**src/rtl/display_pkg.sv**
```systemverilog
// -----------------------------------------------------------------------------
// display_pkg
//   Definitions shared by every overlay block that sits between the VGA
//   pixel-coordinate generator and the top-level colour priority mux.
//   - COLOR_W / COORD_W : widths of a 4:4:4 RGB pixel and of a screen coordinate
//   - SCREEN_W/SCREEN_H : visible raster size (640x480)
//   - TRANSPARENT_KEY   : default colour key that overlays treat as see-through
//   - banner_state_e    : animation states of the banner overlay
// -----------------------------------------------------------------------------
package display_pkg;

   localparam int COLOR_W  = 12;
   localparam int COORD_W  = 10;
   localparam int SCREEN_W = 640;
   localparam int SCREEN_H = 480;

   localparam logic [COLOR_W-1:0] TRANSPARENT_KEY = 12'h3b9;

   typedef logic [COLOR_W-1:0] color_t;
   typedef logic [COORD_W-1:0] coord_t;

   typedef enum logic [1:0] {
      ST_HIDDEN = 2'd0,
      ST_SLIDE  = 2'd1,
      ST_HOLD   = 2'd2
   } banner_state_e;

endpackage : display_pkg

```
**src/rtl/banner_anim_fsm.sv**
```systemverilog
// -----------------------------------------------------------------------------
// banner_anim_fsm
//   Animation controller of the banner overlay. While show_i is high the
//   banner slides from Y_START down to Y_FINAL by SLIDE_STEP rows per frame,
//   then holds, optionally blinking every BLINK_FRAMES frames. Dropping
//   show_i hides the banner at once and rewinds the animation.
//
//   Ports
//     clk          in   pixel clock
//     rst          in   asynchronous, active-high reset
//     show_i       in   level request to display the banner
//     frame_tick_i in   one-cycle pulse at the start of vertical blank
//     top_o        out  current top row of the banner
//     visible_o    out  banner is currently drawn (blink phase)
//     active_o     out  FSM is out of HIDDEN
//     settled_o    out  slide complete (HOLD)
// -----------------------------------------------------------------------------
module banner_anim_fsm
   import display_pkg::*;
#(
   parameter int Y_START      = 0,
   parameter int Y_FINAL      = 80,
   parameter int SLIDE_STEP   = 4,
   parameter int BLINK_FRAMES = 30
) (
   input  logic               clk,
   input  logic               rst,
   input  logic               show_i,
   input  logic               frame_tick_i,
   output logic [COORD_W-1:0] top_o,
   output logic               visible_o,
   output logic               active_o,
   output logic               settled_o
);

   // One extra bit so top + SLIDE_STEP can never wrap before the clamp.
   localparam int TOP_W   = COORD_W + 1;
   localparam int BLINK_W = (BLINK_FRAMES > 1) ? $clog2(BLINK_FRAMES) : 1;

   localparam logic [TOP_W-1:0]   Y_FINAL_X  = TOP_W'(Y_FINAL);
   localparam logic [TOP_W-1:0]   STEP_X     = TOP_W'(SLIDE_STEP);
   localparam logic [COORD_W-1:0] Y_START_C  = COORD_W'(Y_START);
   localparam logic [COORD_W-1:0] Y_FINAL_C  = COORD_W'(Y_FINAL);
   localparam logic [BLINK_W-1:0] BLINK_LAST = BLINK_W'(BLINK_FRAMES - 1);

   banner_state_e      state_q, state_d;
   logic [COORD_W-1:0] top_q, top_d;
   logic [BLINK_W-1:0] blink_cnt_q, blink_cnt_d;
   logic               visible_q, visible_d;
   logic [TOP_W-1:0]   top_sum;

   assign top_sum = {1'b0, top_q} + STEP_X;

   // NOTE: every variable gets a default before the case so no path leaves it
   // unassigned; otherwise synthesis infers a latch to hold the old value.
   always_comb begin
      state_d     = state_q;
      top_d       = top_q;
      blink_cnt_d = blink_cnt_q;
      visible_d   = visible_q;

      if (!show_i) begin
         // Dropping the request beats any simultaneous frame tick.
         state_d     = ST_HIDDEN;
         top_d       = Y_START_C;
         blink_cnt_d = '0;
         visible_d   = 1'b0;
      end else begin
         unique case (state_q)
            ST_HIDDEN: begin
               state_d     = ST_SLIDE;
               top_d       = Y_START_C;
               blink_cnt_d = '0;
               visible_d   = 1'b1;
            end
            ST_SLIDE: begin
               // Position changes only at vertical blank, never mid-frame.
               if (frame_tick_i) begin
                  if (top_sum >= Y_FINAL_X) begin
                     top_d   = Y_FINAL_C;
                     state_d = ST_HOLD;
                  end else begin
                     top_d = top_sum[COORD_W-1:0];
                  end
               end
            end
            ST_HOLD: begin
               if (frame_tick_i && (BLINK_FRAMES != 0)) begin
                  if (blink_cnt_q == BLINK_LAST) begin
                     blink_cnt_d = '0;
                     visible_d   = ~visible_q;
                  end else begin
                     blink_cnt_d = blink_cnt_q + 1'b1;
                  end
               end
            end
            default: begin
               state_d = ST_HIDDEN;
            end
         endcase
      end
   end

   // NOTE: state registers use non-blocking assignments so every flop samples
   // the values from before the edge, independent of block evaluation order.
   always_ff @(posedge clk or posedge rst) begin
      if (rst) begin
         state_q     <= ST_HIDDEN;
         top_q       <= Y_START_C;
         blink_cnt_q <= '0;
         visible_q   <= 1'b0;
      end else begin
         state_q     <= state_d;
         top_q       <= top_d;
         blink_cnt_q <= blink_cnt_d;
         visible_q   <= visible_d;
      end
   end

   assign top_o     = top_q;
   assign visible_o = visible_q;
   assign active_o  = (state_q != ST_HIDDEN);
   assign settled_o = (state_q == ST_HOLD);

endmodule : banner_anim_fsm

```
**src/rtl/banner_overlay_display.sv**
```systemverilog
// -----------------------------------------------------------------------------
// banner_overlay_display
//   Full-screen banner sprite (GAME OVER, STAGE CLEAR, PAUSE, ...). Tests the
//   current pixel against the animated banner box, addresses an external
//   synchronous ROM with integer upscaling and flags opaque banner pixels.
//   Output is one cycle behind xg/yg; downstream delays sync/blank to match.
//
//   Ports
//     clk        in   pixel clock
//     rst        in   asynchronous, active-high reset
//     show       in   level request to display the banner
//     frame_tick in   one-cycle pulse at the start of vertical blank
//     xg, yg     in   current pixel column / row
//     rom_x      out  ROM column address (combinational)
//     rom_y      out  ROM row address (combinational)
//     rom_rgb    in   ROM data, one cycle after the address
//     rgb        out  pixel colour, aligned with on
//     on         out  banner pixel is opaque and visible this cycle
//     settled    out  slide animation complete
// -----------------------------------------------------------------------------
module banner_overlay_display
   import display_pkg::*;
#(
   parameter int           WIDTH        = 472,
   parameter int           HEIGHT       = 320,
   parameter int           SCALE_SHIFT  = 1,
   parameter int           X_POS        = 84,
   parameter int           Y_START      = 0,
   parameter int           Y_FINAL      = 80,
   parameter int           SLIDE_STEP   = 4,
   parameter int           BLINK_FRAMES = 30,
   parameter logic [11:0]  TRANSPARENT  = TRANSPARENT_KEY,
   parameter int           ROM_XW       = 8,
   parameter int           ROM_YW       = 8
) (
   input  logic               clk,
   input  logic               rst,
   input  logic               show,
   input  logic               frame_tick,
   input  logic [COORD_W-1:0] xg,
   input  logic [COORD_W-1:0] yg,
   output logic [ROM_XW-1:0]  rom_x,
   output logic [ROM_YW-1:0]  rom_y,
   input  logic [COLOR_W-1:0] rom_rgb,
   output logic [COLOR_W-1:0] rgb,
   output logic               on,
   output logic               settled
);

   // Box bounds are formed one bit wider than a coordinate so that
   // X_POS + WIDTH and top + HEIGHT never wrap; rows past 1023 never match.
   localparam int EXT_W = COORD_W + 1;

   localparam logic [EXT_W-1:0] X_LO = EXT_W'(X_POS);
   localparam logic [EXT_W-1:0] X_HI = EXT_W'(X_POS + WIDTH);
   localparam logic [EXT_W-1:0] H_X  = EXT_W'(HEIGHT);

   logic [COORD_W-1:0] anim_top;
   logic               anim_visible;
   logic               anim_active;
   logic [EXT_W-1:0]   x_ext, y_ext;
   logic [EXT_W-1:0]   y_lo, y_hi;
   logic [EXT_W-1:0]   x_off, y_off;
   logic               in_box;
   logic               in_box_d, in_box_q;

   banner_anim_fsm #(
      .Y_START      (Y_START),
      .Y_FINAL      (Y_FINAL),
      .SLIDE_STEP   (SLIDE_STEP),
      .BLINK_FRAMES (BLINK_FRAMES)
   ) u_fsm (
      .clk          (clk),
      .rst          (rst),
      .show_i       (show),
      .frame_tick_i (frame_tick),
      .top_o        (anim_top),
      .visible_o    (anim_visible),
      .active_o     (anim_active),
      .settled_o    (settled)
   );

   assign x_ext = {1'b0, xg};
   assign y_ext = {1'b0, yg};
   assign y_lo  = {1'b0, anim_top};
   assign y_hi  = {1'b0, anim_top} + H_X;

   // Half-open box: left/top edges are inside, right/bottom edges outside.
   assign in_box = (x_ext >= X_LO) && (x_ext < X_HI) &&
                   (y_ext >= y_lo) && (y_ext < y_hi);

   // Offsets are meaningless outside the box; the ROM output is then masked
   // by in_box_q anyway.
   assign x_off = x_ext - X_LO;
   assign y_off = y_ext - y_lo;
   assign rom_x = ROM_XW'(x_off >> SCALE_SHIFT);
   assign rom_y = ROM_YW'(y_off >> SCALE_SHIFT);

   assign in_box_d = in_box & anim_visible & anim_active;

   // Matches the one-cycle read latency of the synchronous ROM.
   always_ff @(posedge clk or posedge rst) begin
      if (rst) begin
         in_box_q <= 1'b0;
      end else begin
         in_box_q <= in_box_d;
      end
   end

   assign rgb = rom_rgb;
   assign on  = in_box_q & (rom_rgb != TRANSPARENT);

endmodule : banner_overlay_display

```
**config.mk**
```make
export PLATFORM = sky130hd
export DESIGN_NAME = banner_overlay_display
export DESIGN_NICKNAME = d
export VERILOG_FILES = /design/src/rtl/display_pkg.sv /design/src/rtl/banner_anim_fsm.sv /design/src/rtl/banner_overlay_display.sv
export SDC_FILE = /design/constraint.sdc
export NUM_CORES = 1
export LEC_CHECK = 0
export ABC_CLOCK_PERIOD_IN_PS = 2800
export CORE_ASPECT_RATIO = 0.75
export CORE_MARGIN = 2
export CORE_UTILIZATION = 60
export DETAILED_ROUTE_END_ITERATION = 7
export DONT_BUFFER_PORTS = 1
export PLACE_DENSITY = 0.76
export SLEW_MARGIN = 20
export SYNTH_ARGS = -nofsm -noshare
export SYNTH_HDL_FRONTEND = slang
export SYNTH_SLANG_ARGS = --single-unit
```
**constraint.sdc**
```tcl
create_clock -name clk -period 2.8 [get_ports clk]
set_clock_uncertainty 0.1 [all_clocks]
set_input_delay 0.28 -clock clk [delete_from_list [all_inputs] [get_ports clk]]
set_output_delay 0.28 -clock clk [all_outputs]
set_load 0.1 [all_outputs]
```
==> impl_metrics.toml, run 1 <==
[clock_tree]
clk_latency_ns = 0.26
clkSlewWorstSetupHoldPaths_ns = 0.07
cts_tree = "yes"
cts_setup_buffers = 0
cts_inserted_buffers = 3
cts.sinks = 17
cts_max_level = 1
clockBufferDepth = 2
cts-root-buf = "clkbuf_8"

[sta]
drv_slew = 0
setup_viol = 0
rsz0062_at_grt = "no"
worst_pin_slew_ns = 0.855
hold_viol = 0
min_period_ns = 2.67
fmax_mhz = 374
slew_headroom = 0.431
tns_ns = 0
fin_crit_sh = 0.954

[final_layout]
n_antenna_cell = 0
layout-drive-gt1-share = 0.165
multi_input_area_mm2 = 0.00124
seq_area_um2 = 427
nets = 289
fillers = 230
syn_to_final_growth_pct = 12.7

[synth]
synth_edf_count = 0
netlist_top_cells_area = "dfrtp_1 (24%), ha_1 (15%), buf_4 (5.5%), inv_1 (5.0%), o21ai_0 (4.5%)"
synthSimpleGateAreaFrac = 0.210
synth_area_leader_cell = "dfrtp_1"
ys_seq_elements = 17
synth_top_area_frac = 0.238
syn_area_per_cell_um2 = 7.95
syn_inst = 225
yosysWarnings = 0
netlist_area_mm2 = 0.00179
synth-xor-area-share = 0.0392
synth_compound_area_frac = 0.228
async_flop_share = 1.00
ys_types = 48
syn_nets = 283
seq_area_frac_synth = 0.238
synth_ff_type = "dfrtp_1"
synth_top_family_by_area = "compound AO/OA/AOI/OAI gates"
synth_fa_ha_area_frac = 0.154
synthMuxAreaShare = 0.00629

[die]
start_util = 0.619
rows = 17
die-width_um = 67.1
core_mm2 = 0.00289
die_area_mm2 = 0.00344
fp.dieH_um = 51.3
io_pins = 66

[routing]
post-route-drc-count = 0
wl_per_cell_um = 14.8
drtAntennaViolNets = 0
vias = 1621
first_pass_iters = 4
wirelength_mm = 3.97
first_iter_violations = 116
via_per_inst = 6.05

[setup_path]
crit_fanout = 7
cp_cell_sequence = "inv_1 > ha_1 > o21a_1 > o21ai_1 > a21boi_2 > nor4_1 > a311o_1 > buf_12"
crit_start = "u_fsm.top_o[2]"
required_ns = 2.42
slowest_delay_ns = 0.42
reg2reg_from = "u_fsm.top_o[6]"
critPathCapture = "rom_y[6]"
reg2reg_depth = 7
crit_type = "flop to primary output"
crit_path_end_kind = "primary output"
critPathSlowestCell = "dfrtp_2"
r2r_end = "in_box_q"
reg2reg_slack_ns = 0.61
arrival_ns = 2.29
cp-start-kind = "flop"

[global_routing]
grt_pass1_wl_mm = 6.67
grt_usage = 0.257
grt_antenna_before_repair = 0
grt_max_degree = 18
overflow = 0
grt_pass1_vias = 1577

[power_and_ir_drop]
total_power_mw = 0.789
leakagePower_nw = 0.888
vdd_drop_max_v = 0.000322
p_per_area_mw_per_mm2 = 391

[placed_design]
dpl.hpwl_mm = 3.26
gp_congestion = 0.858
numPortBuffers = 0

[job]
drv_cap = 0

[outcome]
outcome = "completed"

[min_path]
hold_class = "input pin to flop"
-- repair_timing --
action | in CTS | in global routing
hold endpoints to repair | 17 | 0
hold buffers | 1 | 0
endpoints found under the setup margin | 2 | 3
resized for setup | 4 | 5
-- sequential cells by signal, indices dropped and copies added (netlist names) --
register	count
u_fsm.blink_cnt_q	5
u_fsm.state_q	2
u_fsm.top_o	8
in_box_q	1
u_fsm.visible_o	1
-- metal layers --
metal | up-vias | global-route usage | part of all wire
met4 | 0 | 0.0646 | 0.0060
li1 | 799 | - | -
met3 | 7 | 0.0727 | 0.076
met1 | 755 | 0.330 | 0.42
met2 | 60 | 0.426 | 0.50
met5 | - | 0 | 0
-- power breakdown --
part | total [mW] | internal [mW] | switching (mW)
Sequential | 0.253 | 0.249 | 0.00443
Combinational | 0.349 | 0.0945 | 0.254
Clock | 0.186 | 0.0990 | 0.0875
-- synth_stat cells, types with 4 or more instances --
cell and count:
nand2_1 13, buf_4 13, ha_1 22, dfrtp_1 17, o21a_1 6, nor2_1 18, a21oi_1 9, inv_1 24
nor2b_1 6, nand3_1 10, nand4_1 4, xnor2_1 5, o21ai_0 16, nor3_1 11, a21boi_0 4
-- through the flow --
step | util | setup WS, ns | instance area, µm² | std cells | hold slack (ns)
2_1_floorplan | - | -0.253 | 1840 | 225 | 0.106
3_3_place_gp | 0.672 | 0.226 | 1940 | 263 | 0.167
3_5_place_dp | 0.672 | 0.0596 | 1940 | 263 | 0.197
4_1_cts | 0.694 | 0.00935 | 2010 | 268 | 0.0497
5_1_grt | 0.697 | 0.00324 | 2020 | 268 | 0.0463
6_report | 0.697 | 0.128 | 2020 | 268 | 0.0492
-- critical path, delay by kind of cell, from the launching register on --
kind | cells | cell delay [ns]
DFF | 1 | 0.42
and+or+nand+nor | 1 | 0.07
adders and majority gates | 1 | 0.39
buffers and inverters | 2 | 0.26
AOI/OAI and AO/OA | 4 | 0.89
-- cell usage in the layout, fill, tap and decap left out, types with 6 or more instances in the layout --
master and instances:
nand3_1 10, nand2_1 13, o21a_1 6, dfrtp_1 16, o21ai_0 14, ha_1 22, buf_4 12, nor2_1 14
nor3_1 11, a21oi_1 9, inv_1 24
-- worst min path at each step --
stage | start | end | slack [ns] | depth (start not counted)
final | show | u_fsm.state_q[1] | 0.05 | 2
after global routing | show | u_fsm.state_q[0] | 0.05 | 1
after CTS | show | u_fsm.state_q[1] | 0.05 | 2
after detailed placement | rst | u_fsm.blink_cnt_q[3] | 0.20 | 1
after global placement | rst | u_fsm.visible_o | 0.17 | 1
after floorplan | rst | in_box_q | 0.11 | 1
-- cells by family after synthesis --
family / Yosys count
muxes: 1
other: 2
and+or+nand+nor: 75
DFF: 17
xor gates and xnor gates: 8
adders and majority gates: 22
buffers and inverters: 40
AOI/OAI and AO/OA: 60
-- cell type report --
| type | count | share of cell area |
|---|---|---|
| inverters | 24 | 0.0447 |
| repair buffers | 17 | 0.0807 |
| clock buffers | 3 | 0.0205 |
| well taps | 38 | 0.0236 |
| flip-flops and latches | 17 | 0.212 |
| multi-input cells | 168 | 0.616 |
| clock inverters | 1 | 0.00248 |
Note: power is estimated with default switching activity, not from simulation.
==> run 2, diff against run 1 <==
- SYNTH_HIERARCHICAL: not set -> 1
==> run 2 against run 1 <==
Against the previous run:
- global-route usage is 1.8 points lower
- fmax grew 1.5%
- non-clock buffer count is the same
- setup slack improved by 0.038 ns
- first-iteration DRC count fell by 16%
- synthesized cell count decreased by 4.9%
- clock-buffer cell count unchanged
- final cell count fell by 3.7%
- worst hold slack improved by 0.061 ns
- sequential cell count unchanged
==> impl_metrics.toml, run 2 <==
[synth]
ys_types = 52
netlist_area_mm2 = 0.00180
ys_top_cells_by_count = "inv_1 (23), ha_1 (21), dfrtp_1 (17), buf_4 (15)"
synth_area_leader_cell = "dfrtp_1"
netlist_top_cells_area = "dfrtp_1 (24%), ha_1 (15%), buf_4 (6.3%), inv_1 (4.8%), xnor2_1 (3.9%)"
seq_area_frac_synth = 0.236
ys_seq_elements = 17
yosysMostFrequentCell = "inv_1"
synth_ff_type = "dfrtp_1"
async_flop_share = 1.00
synth_edf_count = 0
synth_top_area_frac = 0.236
yosysWarnings = 6
syn_inst = 214
syn_area_per_cell_um2 = 8.41

[setup_path]
required_ns = 2.42
arrival_ns = 2.25
reg2reg_depth = 7
reg2reg_slack_ns = 0.44
reg2reg_from = "u_fsm/top_o[6]"
crit_path_end_kind = "primary output"
crit_fanout = 6
crit_type = "flop to primary output"
cp-start-kind = "flop"
r2r_end = "in_box_q"

[job]
drv_cap = 0

[sta]
setup_viol = 0
slew_headroom = 0.354
hold_viol = 0
fin_crit_sh = 0.941
min_period_ns = 2.63
setup_ws_ns = 0.167
rsz0062_at_grt = "no"
worst_pin_slew_ns = 0.967
fmax_mhz = 380
drv_slew = 0

[clock_tree]
cts_inserted_buffers = 3
cts_setup_buffers = 0
clkSlewWorstSetupHoldPaths_ns = 0.06
clk_latency_ns = 0.25
cts-root-buf = "clkbuf_8"
cts.sinks = 17
cts_tree = "yes"
cts_max_level = 1
clockBufferDepth = 2

[global_routing]
overflow = 0
grt_antenna_before_repair = 0
grt_pass1_wl_mm = 6.16
grt_usage = 0.239
grt_max_degree = 17
grt_pass1_vias = 1399

[power_and_ir_drop]
total_power_mw = 0.825
p_per_area_mw_per_mm2 = 407
vdd_drop_max_v = 0.000288
leakagePower_nw = 0.890

[final_layout]
final_cells = 258
fillers = 226
syn_to_final_growth_pct = 12.6
largest_reg_flops = 8
layout-drive-gt1-share = 0.200
final_common_cell = "inv_1"
final_cell_mix = "inv_1 (23), ha_1 (21), dfrtp_1 (17)"
seq_area_um2 = 425
multi_input_area_mm2 = 0.00127
n_antenna_cell = 0
nets = 279

[placed_design]
placed_cells = 253
numPortBuffers = 0
pre_cts_slack_ns = 0.344
gp_congestion = 0.813
dpl.hpwl_mm = 3.22

[die]
die-width_um = 67.2
fp.dieH_um = 51.4
rows = 17
core_mm2 = 0.00289
io_pins = 66
start_util = 0.622
die_area_mm2 = 0.00346

[routing]
post-route-drc-count = 0
drtAntennaViolNets = 0
wirelength_mm = 3.84
vias = 1530
via_per_inst = 5.93
first_pass_iters = 4
first_iter_violations = 97
wl_per_cell_um = 14.9

[min_path]
hold_depth = 2
holdPathEnd = "u_fsm/state_q[0]"
hold_class = "input pin to flop"
min_from = "frame_tick"

[outcome]
outcome = "completed"
## run 2: cell type report
class / count / area share
inverter: 23 / 0.0426
sequential: 17 / 0.210
clock buffer: 3 / 0.0204
clock inverter: 1 / 0.00247
multi-input combinational: 159 / 0.625
timing repair buffer: 17 / 0.0760
tap: 38 / 0.0235
## run 2: per-layer routing
metal | global-route usage | vias to the layer above | share of wire
li1 | - | 737 | -
met1 | 0.315 | 700 | 0.42
met2 | 0.393 | 78 | 0.47
met3 | 0.0639 | 15 | 0.083
met4 | 0.0510 | 0 | 0.024
met5 | 0 | - | 0
## run 2: stage by stage
step	utilization	hold WS, ns	TNS [ns]	cell area (µm²)
2_1_floorplan	-	-0.0913	-0.779	1850
5_1_grt	0.700	0.137	0	2030
4_1_cts	0.692	0.103	0	2000
6_report	0.700	0.110	0	2030
3_3_place_gp	0.673	-0.0902	0	1950
3_5_place_dp	0.673	-0.0893	0	1950
## run 2: cells by family (layout without fill, tap and decap cells)
group,Yosys count,in the layout,synth area share
fa+ha+maj,22,22,0.157
compound gates,50,50,0.197
other cells,1,2,0.00208
mux,2,2,0.0118
simple gates,67,67,0.201
buf+inv,39,44,0.117
flops,17,17,0.236
xor+xnor,16,16,0.0779
## run 2: worst max-delay path, cell delays in order (launching register included)
cell and delay (ns):
dfrtp_1 0.43, inv_1 0.07, ha_1 0.36, o21a_1 0.22
o31a_1 0.14, o21ai_1 0.18, and2b_1 0.19, xnor2_2 0.11
buf_4 0.30
## run 2: how the worst max path moves through the flow
| stage | slack (ns) | to | startpoint |
|---|---|---|---|
| after global routing | 0.001 | rom_y[6] | u_fsm/top_o[2] |
| after CTS | 0.06 | rom_y[7] | u_fsm/top_o[5] |
| after detailed placement | 0.34 | rom_y[7] | u_fsm/top_o[5] |
| after floorplan | -0.44 | rom_y[4] | u_fsm/top_o[2] |
| after global placement | 0.40 | rom_y[7] | u_fsm/top_o[5] |
| final | 0.17 | rom_y[4] | u_fsm/top_o[2] |
## run 2: power by group
part,internal [mW],switching [mW]
logic,0.106,0.286
clock network,0.0987,0.0824
registers,0.249,0.00367
## run 2: timing repair
action                     4_1_cts  5_1_grt
hold endpoints to repair        17        0
resized for setup                0        5
setup endpoints to repair        0        3
hold buffers                     1        0
